**src/rtl/scan_test_ctrl_if.sv**
```systemverilog
// Control-side bundle of scan_test_ctrl: the test request, the reference
// data, and the status/result returned to the requester.
interface scan_test_ctrl_if #(
  parameter int CHAIN_LEN = 4
);
  logic                 start;
  logic [CHAIN_LEN-1:0] pattern_in;
  logic [CHAIN_LEN-1:0] expect_in;
  logic                 busy;
  logic                 done;
  logic                 pass;
  logic [CHAIN_LEN-1:0] captured;

  modport master (
    output start, pattern_in, expect_in,
    input  busy, done, pass, captured
  );

  modport slave (
    input  start, pattern_in, expect_in,
    output busy, done, pass, captured
  );
endinterface

```
**src/rtl/scan_test_ctrl.sv**
```systemverilog
// Scan-test sequencer: shifts a pattern into a chain, pulses capture, unloads
// the chain and compares it. Optional saturating fail counter: SCAN_FAIL_CNT_EN.
module scan_test_ctrl #(
  parameter int CHAIN_LEN = 4
) (
  input  logic              clk,
  input  logic              rst,
  scan_test_ctrl_if.slave   ctrl,
  output logic              scan_en,
  output logic              scan_in,
  input  logic              chain_so
`ifdef SCAN_FAIL_CNT_EN
  ,
  output logic [7:0]        fail_cnt
`endif
);

  localparam int IDX_W = $clog2(CHAIN_LEN) + 1;
  localparam logic [IDX_W-1:0] LAST_IDX = IDX_W'(CHAIN_LEN - 1);

  typedef enum logic [2:0] {
    IDLE,
    LOAD,
    CAPTURE,
    UNLOAD,
    COMPARE
  } state_e;

  state_e               state_q, state_d;
  logic [IDX_W-1:0]     idx_q, idx_d;
  logic [CHAIN_LEN-1:0] pat_q, pat_d;
  logic [CHAIN_LEN-1:0] exp_q, exp_d;
  logic [CHAIN_LEN-1:0] cap_q, cap_d;
  logic                 pass_q, pass_d;
  logic                 scan_en_q, scan_en_d;
  logic                 scan_in_q, scan_in_d;
  logic [CHAIN_LEN-1:0] load_sh;

  always_comb begin
    // NOTE: every variable gets a default before the case so no path can
    // leave one unassigned and infer a latch.
    state_d   = state_q;
    idx_d     = idx_q;
    pat_d     = pat_q;
    exp_d     = exp_q;
    cap_d     = cap_q;
    pass_d    = pass_q;
    scan_en_d = 1'b0;
    scan_in_d = 1'b0;
    load_sh   = '0;

    // Outputs are registered, so each branch computes what the chain must see
    // during the cycle that follows this edge.
    unique case (state_q)
      IDLE: begin
        if (ctrl.start) begin
          pat_d     = ctrl.pattern_in;
          exp_d     = ctrl.expect_in;
          cap_d     = '0;
          pass_d    = 1'b0;
          idx_d     = '0;
          state_d   = LOAD;
          scan_en_d = 1'b1;
          scan_in_d = ctrl.pattern_in[CHAIN_LEN-1];
        end
      end
      LOAD: begin
        if (idx_q == LAST_IDX) begin
          idx_d   = '0;
          state_d = CAPTURE;
        end else begin
          idx_d     = idx_q + IDX_W'(1);
          load_sh   = pat_q << idx_d;
          scan_en_d = 1'b1;
          scan_in_d = load_sh[CHAIN_LEN-1];
        end
      end
      CAPTURE: begin
        idx_d     = '0;
        state_d   = UNLOAD;
        scan_en_d = 1'b1;
      end
      UNLOAD: begin
        cap_d = {cap_q[CHAIN_LEN-2:0], chain_so};
        if (idx_q == LAST_IDX) begin
          idx_d   = '0;
          pass_d  = (cap_d == exp_q);
          state_d = COMPARE;
        end else begin
          idx_d     = idx_q + IDX_W'(1);
          scan_en_d = 1'b1;
        end
      end
      COMPARE: state_d = IDLE;
      default: state_d = IDLE;
    endcase
  end

  always_ff @(posedge clk or negedge rst) begin
    // NOTE: the latched pattern/expect registers are reset along with the
    // control state so an aborted test leaves nothing stale behind.
    if (!rst) begin
      state_q   <= IDLE;
      idx_q     <= '0;
      pat_q     <= '0;
      exp_q     <= '0;
      cap_q     <= '0;
      pass_q    <= 1'b0;
      scan_en_q <= 1'b0;
      scan_in_q <= 1'b0;
    end else begin
      // NOTE: non-blocking assignments so every flop samples pre-edge values.
      state_q   <= state_d;
      idx_q     <= idx_d;
      pat_q     <= pat_d;
      exp_q     <= exp_d;
      cap_q     <= cap_d;
      pass_q    <= pass_d;
      scan_en_q <= scan_en_d;
      scan_in_q <= scan_in_d;
    end
  end

  assign scan_en       = scan_en_q;
  assign scan_in       = scan_in_q;
  assign ctrl.busy     = (state_q != IDLE);
  assign ctrl.done     = (state_q == COMPARE);
  assign ctrl.pass     = pass_q;
  assign ctrl.captured = cap_q;

`ifdef SCAN_FAIL_CNT_EN
  logic [7:0] fail_cnt_q, fail_cnt_d;

  always_comb begin
    fail_cnt_d = fail_cnt_q;
    if (state_q == COMPARE && !pass_q && fail_cnt_q != 8'hFF) begin
      fail_cnt_d = fail_cnt_q + 8'd1;
    end
  end

  always_ff @(posedge clk or negedge rst) begin
    if (!rst) begin
      fail_cnt_q <= 8'd0;
    end else begin
      fail_cnt_q <= fail_cnt_d;
    end
  end

  assign fail_cnt = fail_cnt_q;
`endif

endmodule

```
**src/flat_wrapper.sv**
```systemverilog
// flat-port wrapper written by rule: the top's interface ports become plain ports
module scan_test_ctrl_flat 
#(
  parameter int CHAIN_LEN = 4
)
  (clk, rst, scan_en, scan_in, chain_so, ctrl_start, ctrl_pattern_in, ctrl_expect_in, ctrl_busy, ctrl_done, ctrl_pass, ctrl_captured);
  scan_test_ctrl_if #(.CHAIN_LEN(CHAIN_LEN)) ctrl_i ();
  input  logic clk;
  input  logic rst;
  output logic scan_en;
  output logic scan_in;
  input  logic chain_so;
  input wire logic [$bits(ctrl_i.start)-1:0] ctrl_start;
  input wire logic [$bits(ctrl_i.pattern_in)-1:0] ctrl_pattern_in;
  input wire logic [$bits(ctrl_i.expect_in)-1:0] ctrl_expect_in;
  output wire logic [$bits(ctrl_i.busy)-1:0] ctrl_busy;
  output wire logic [$bits(ctrl_i.done)-1:0] ctrl_done;
  output wire logic [$bits(ctrl_i.pass)-1:0] ctrl_pass;
  output wire logic [$bits(ctrl_i.captured)-1:0] ctrl_captured;
  assign ctrl_i.start = ctrl_start;
  assign ctrl_i.pattern_in = ctrl_pattern_in;
  assign ctrl_i.expect_in = ctrl_expect_in;
  assign ctrl_busy = ctrl_i.busy;
  assign ctrl_done = ctrl_i.done;
  assign ctrl_pass = ctrl_i.pass;
  assign ctrl_captured = ctrl_i.captured;
  scan_test_ctrl #(.CHAIN_LEN(CHAIN_LEN)) u_core (.clk(clk), .rst(rst), .ctrl(ctrl_i), .scan_en(scan_en), .scan_in(scan_in), .chain_so(chain_so));
endmodule
```
**config.mk**
```make
export PLATFORM = sky130hd
export DESIGN_NAME = scan_test_ctrl_flat
export DESIGN_NICKNAME = d
export VERILOG_FILES = /design/src/rtl/scan_test_ctrl_if.sv /design/src/rtl/scan_test_ctrl.sv /design/src/flat_wrapper.sv
export SDC_FILE = /design/constraint.sdc
export NUM_CORES = 1
export LEC_CHECK = 0
export BUFFER_PORTS_ARGS = -buffer_cell sky130_fd_sc_hd__buf_2
export CORE_UTILIZATION = 45
export CTS_CLUSTER_DIAMETER = 30
export DETAILED_ROUTE_END_ITERATION = 16
export HOLD_SLACK_MARGIN = 0.05
export PLACE_DENSITY = 0.67
export SETUP_SLACK_MARGIN = 0.5
export SLEW_MARGIN = 40
export SYNTH_ARGS = -nofsm -noshare
export SYNTH_HDL_FRONTEND = slang
export SYNTH_SLANG_ARGS = --single-unit
```
**constraint.sdc**
```tcl
create_clock -name clk -period 1.6 [get_ports clk]
set_input_delay 0.16 -clock clk [delete_from_list [all_inputs] [get_ports clk]]
set_output_delay 0.16 -clock clk [all_outputs]
set_load 0.1 [all_outputs]
```
Word level (Yosys, flattened, before mapping)
Index checks and enable logic that the tools add are counted.
{"block": "totals", "out_inout_bits": 9, "input_bits": 12, "reg_bits": 21, "elab_cells": 47}
{"block": "classes", "reduce_logical": 10, "addsub": 1, "eq_ne": 9, "shift": 1, "mux": 18}
{"op": "two-way mux 3 bit", "count": 5}
{"op": "case mux 3 bit (4 select lines)", "count": 1}
{"op": "== test 3 x 2 -> 1 bit (second input constant)", "count": 3}
{"op": "case mux 3 bit (3 select lines)", "count": 1}
{"op": "case mux 4 bit (2 select lines)", "count": 1}
{"op": "two-way mux 1 bit", "count": 6}
{"op": "AND reduction 2 bit", "count": 3}
{"op": "AND reduction 3 bit", "count": 2}
{"op": "nonzero test 3 bit", "count": 2}
{"op": "== test 4 bit", "count": 1}
{"op": "two-way mux 4 bit", "count": 1}
{"op": "inequality test 2 x 1 -> 1 bit (second input constant)", "count": 2}
{"op": "case mux 1 bit (2 select lines)", "count": 2}
{"op": "left shift 4 x 3 -> 4 bit", "count": 1}
{"op": "adder 3 x 1 -> 3 bit (second input constant)", "count": 1}
{"op": "== test 3 x 1 -> 1 bit (second input constant)", "count": 1}
{"op": "== test 3 bit (second input constant)", "count": 1}
{"op": "zero test 3 bit", "count": 1}
{"op": "case mux 1 bit (3 select lines)", "count": 1}
{"op": "inequality test 2 bit (second input constant)", "count": 1}
{"op": "nonzero test 2 bit", "count": 1}
{"op": "OR reduction 2 bit", "count": 1}

Logic depth before layout (Yosys ltp)
{"block": "depth", "depth_word": 4, "depth_mapped": 5}

Worst setup path before layout
OpenSTA, ideal clock, no wires.
{"block": "synth_timing", "kind": "reg-to-output", "from": "reg u_core.state_q[1]", "to": "out ctrl_done", "path_stages_with_launch": 4, "arrival_time_ps": 1468, "path_slack_ps": -28, "cell_sequence": "dfrtp_1 > buf_2 > nor2_1 > and2_1"}
{"block": "synth_via", "elab_chain_len": 1}
{"element": "from (decl)", "line_no": "scan_test_ctrl.sv:29", "source": "state_e state_q, state_d;"}
{"element": "from (signal assigned)", "line_no": "scan_test_ctrl.sv:113", "source": "state_q <= state_d;"}
{"element": "== test 3 bit", "line_no": "scan_test_ctrl.sv:127", "source": "assign ctrl.done = (state_q == COMPARE);"}
{"element": "to (decl)", "line_no": "flat_wrapper.sv:17", "source": "output wire logic [$bits(ctrl_i.done)-1:0] ctrl_done;"}
Every way passes these cells.

Worst setup path in the final report
{"block": "layout_timing", "from": "reg u_core.state_q[1]", "to": "out ctrl_busy"}
{"block": "layout_via", "elab_chain_len": 1}
{"element": "nonzero test 3 bit", "line_no": "scan_test_ctrl.sv:126", "source": "assign ctrl.busy = (state_q != IDLE);"}
{"element": "to (decl)", "line_no": "flat_wrapper.sv:16", "source": "output wire logic [$bits(ctrl_i.busy)-1:0] ctrl_busy;"}
Every way passes these cells.

==> impl_metrics.py <==
metrics = {
    "run_status": {
        "run_status": "complete, no violations",
    },
    "routing": {
        "drt_iter0_drc": 4,
        "wire_per_inst_um": 15.03,
        "drc": 0,
        "routed_via_density": 5.135,
        "via_count": 801,
        "ant_nets": 0,
        "routed_wl_um": 2344,
        "firstDrtPassIters": 3,
    },
    "power": {
        "p_leak_nw": 0.7342,
        "pwr_density_cell_nw_per_um2": 2372,
        "ir_worst_vdd_mv": 1.750,
    },
    "critical_path": {
        "crit_path_max_incr_delay_ns": 0.42,
        "cp_cell_sequence": "buf_6 -> or3_4 -> buf_12",
        "crit_fanout": 4,
        "cp.arrival_ns": 1.37,
        "cp_slowest_cell": "dfrtp_1",
        "r2r_cells": 4,
        "r2r_start": "u_core.state_q[1]",
        "crit_type": "reg -> out",
        "end_kind": "output port",
        "crit_required_ns": 1.44,
        "timing.rr.end": "u_core.pat_q[0]",
        "start_kind": "register",
        "r2r_slack_ns": 0.09,
    },
    "yosys": {
        "syn_area_sq_um": 1045,
        "synth_enable_flop_cells": 0,
        "yosysTopAreaCellShare": 0.5030,
        "syn_avg_cell_area_sq_um": 13.06,
        "yosysSeqAreaShare": 0.5030,
        "syn_inst": 80,
        "yosysUniqueCellTypes": 30,
        "ys.flop_type": "dfrtp_1",
        "synthesis.nets": 95,
        "synth-seq-cells": 21,
        "async_flop_share": 1.000,
        "yosysTopAreaCell": "dfrtp_1",
        "synth_area_leaders": "dfrtp_1, mux2_4, ha_1",
        "yosysWarnings": 0,
    },
    "floorplan": {
        "die_x_um": 50.19,
        "dieArea_sq_um": 2519,
        "start_util": 0.4769,
        "die_y_um": 50.19,
        "fp.coreArea_sq_um": 2191,
        "rows": 17,
        "ios": 21,
    },
    "clocking": {
        "cts_tree": "yes",
        "path_clk_slew_ns": 0.12,
        "ctsHtreeMaxLevel": 1,
        "cts_made_buffers": 3,
        "cts_num_sinks": 21,
        "clock_latency_ns": 0.31,
        "cts_root_buf": "clkbuf_4",
        "cts_buffer_depth": 2,
    },
    "place": {
        "dp_hpwl_um": 1326,
        "gp_congestion": 0.7480,
        "dpl.cell_count": 128,
        "io_buffers": 20,
    },
    "timing": {
        "slew_violations": 0,
        "fmax_ghz": 0.6525,
        "slew_headroom": 0.6784,
        "hold_viol_final": 0,
        "worstMarginPinSlew_ns": 0.4825,
        "tns_ns": 0,
        "setup_violations": 0,
        "rsz0062_at_grt": "true",
        "min_period_over_period": 0.9578,
        "finalClockSkew_ns": 0.003977,
        "fin_crit_ns": 1.532,
    },
    "cells_and_area": {
        "multiInputGateArea_sq_um": 570.5,
        "n_antenna_cell": 0,
        "drive_above_1_share": 0.6719,
        "syn_to_final_growth_pct": 58.32,
        "final_nets": 144,
        "final_cells": 156,
        "fillCellCount": 136,
        "seq_area_sq_um": 538.0,
    },
    "global_routing": {
        "track_usage": 0.2127,
        "grt_max_degree": 22,
        "overflow": 0,
        "grt_pass1_vias": 791,
        "antenna_found_initial": 0,
        "grt_pass1_wl_um": 3739,
    },
    "worst_hold_path": {
        "hp-class": "in -> reg",
        "worstHoldStart": "ctrl_pattern_in[0]",
        "holdPathEnd": "u_core.pat_q[0]",
        "hold_depth": 2,
    },
    "run": {
        "drv_cap": 0,
    },
}
==> logic make-up after synthesis <==
group,after synthesis,synth area share
xor+xnor,5,0.04191
simple gates,22,0.1473
compound gates,14,0.1018
mux,10,0.1401
buf+inv,5,0.02994
fa+ha+maj,3,0.03593
flops,21,0.5030
==> repair_timing <==
| item | 4_1_cts | 5_1_grt |
|---|---|---|
| setup buffers | 12 | 7 |
| pin swaps | 5 | 6 |
| endpoints found under the hold margin | 21 | 4 |
| resized for setup | 33 | 17 |
| setup endpoints to repair | 30 | 29 |
| hold buffers | 1 | 4 |
==> flip-flops by register name (all words and copies together) (netlist names) <==
| register | count |
|---|---|
| u_core.ctrl.pass | 1 |
| u_core.state_q | 3 |
| u_core.scan_in | 1 |
| u_core.exp_q | 4 |
| u_core.ctrl.captured | 4 |
| u_core.scan_en | 1 |
| u_core.pat_q | 4 |
| u_core.idx_q | 3 |
==> layout make-up <==
class	count	share of cell area
Multi-Input combinational cell	54	0.3449
Sequential cell	21	0.3253
Timing Repair Buffer	47	0.2874
Tap cell	28	0.02118
Clock buffer	3	0.01362
Inverter	2	0.004539
Clock inverter	1	0.003026
==> worst max-delay path, delay by kind of cell (launching register included) <==
kind                   cells  cell delay [ns]
DFF                        1             0.42
and+or+nand+nor            1             0.34
buffers and inverters      2             0.30
==> layout by cell type (no fill, tap or decap), types with 2 or more instances in the layout <==
cell type / netlist / routed
buf_12: 0 / 8
buf_6: 1 / 6
o22ai_1: 4 / 4
nor2b_4: 1 / 3
a21o_2: 2 / 2
dfrtp_2: 0 / 7
xnor2_1: 4 / 4
clkbuf_4: 0 / 3
a21oi_2: 0 / 4
nor2_1: 7 / 7
mux2_2: 3 / 3
buf_4: 1 / 15
dfrtp_1: 21 / 13
ha_4: 0 / 2
a22o_1: 2 / 2
buf_2: 1 / 11
nand3b_1: 2 / 2
dlygate4sd3_1: 0 / 5
mux2_4: 6 / 6
buf_8: 0 / 2
==> worst max path at each step <==
stage	startpoint	end	slack, ns	depth (start not counted)
after floorplan	u_core.state_q[0]	u_core.exp_q[0]	0.23	3
after global placement	u_core.idx_q[0]	u_core.scan_in	0.20	3
after detailed placement	u_core.state_q[0]	u_core.pat_q[0]	0.19	3
after CTS	u_core.state_q[1]	ctrl_busy	0.08	3
after global routing	u_core.state_q[1]	ctrl_busy	0.02	3
final	u_core.state_q[1]	ctrl_busy	0.07	3
==> through the flow <==
| step | power (mW) | util | cell area [sq um] | hold slack (ns) | worst slack [ns] |
|---|---|---|---|---|---|
| after floorplan | 2.488 | - | 1070 | -0.1356 | 0.2321 |
| after global placement | 2.805 | 0.5688 | 1246 | 0.1441 | 0.1975 |
| after detailed placement | 2.844 | 0.5688 | 1246 | 0.1402 | 0.1876 |
| after CTS | 3.593 | 0.6779 | 1485 | 0.05935 | 0.07791 |
| after global routing | 4.136 | 0.7550 | 1654 | 0.05091 | 0.02095 |
| final | 3.924 | 0.7550 | 1654 | 0.07497 | 0.06751 |
==> synthesized netlist by cell type, types with 2 or more instances <==
master / count
a21oi_1: 4
a21o_2: 2
o22ai_1: 4
nor2b_1: 3
nand3b_1: 2
xnor2_1: 4
inv_1: 2
mux2_4: 6
mux2_2: 3
a22o_1: 2
nor2_1: 7
ha_1: 3
dfrtp_1: 21
==> where the power goes <==
group          switching (mW)  total (mW)  internal [mW]
registers               0.230        1.03          0.798
clock network           0.164       0.257         0.0936
logic                    1.33        2.64           1.31
==> routing by layer <==
layer,vias to the layer above,global-route usage,part of all wire
met3,7,0.06970,0.039
met2,18,0.3378,0.50
li1,383,-,-
met4,0,0.1190,0.023
met5,-,0,0
met1,393,0.2510,0.44
Power figures use the tool's default switching activity.
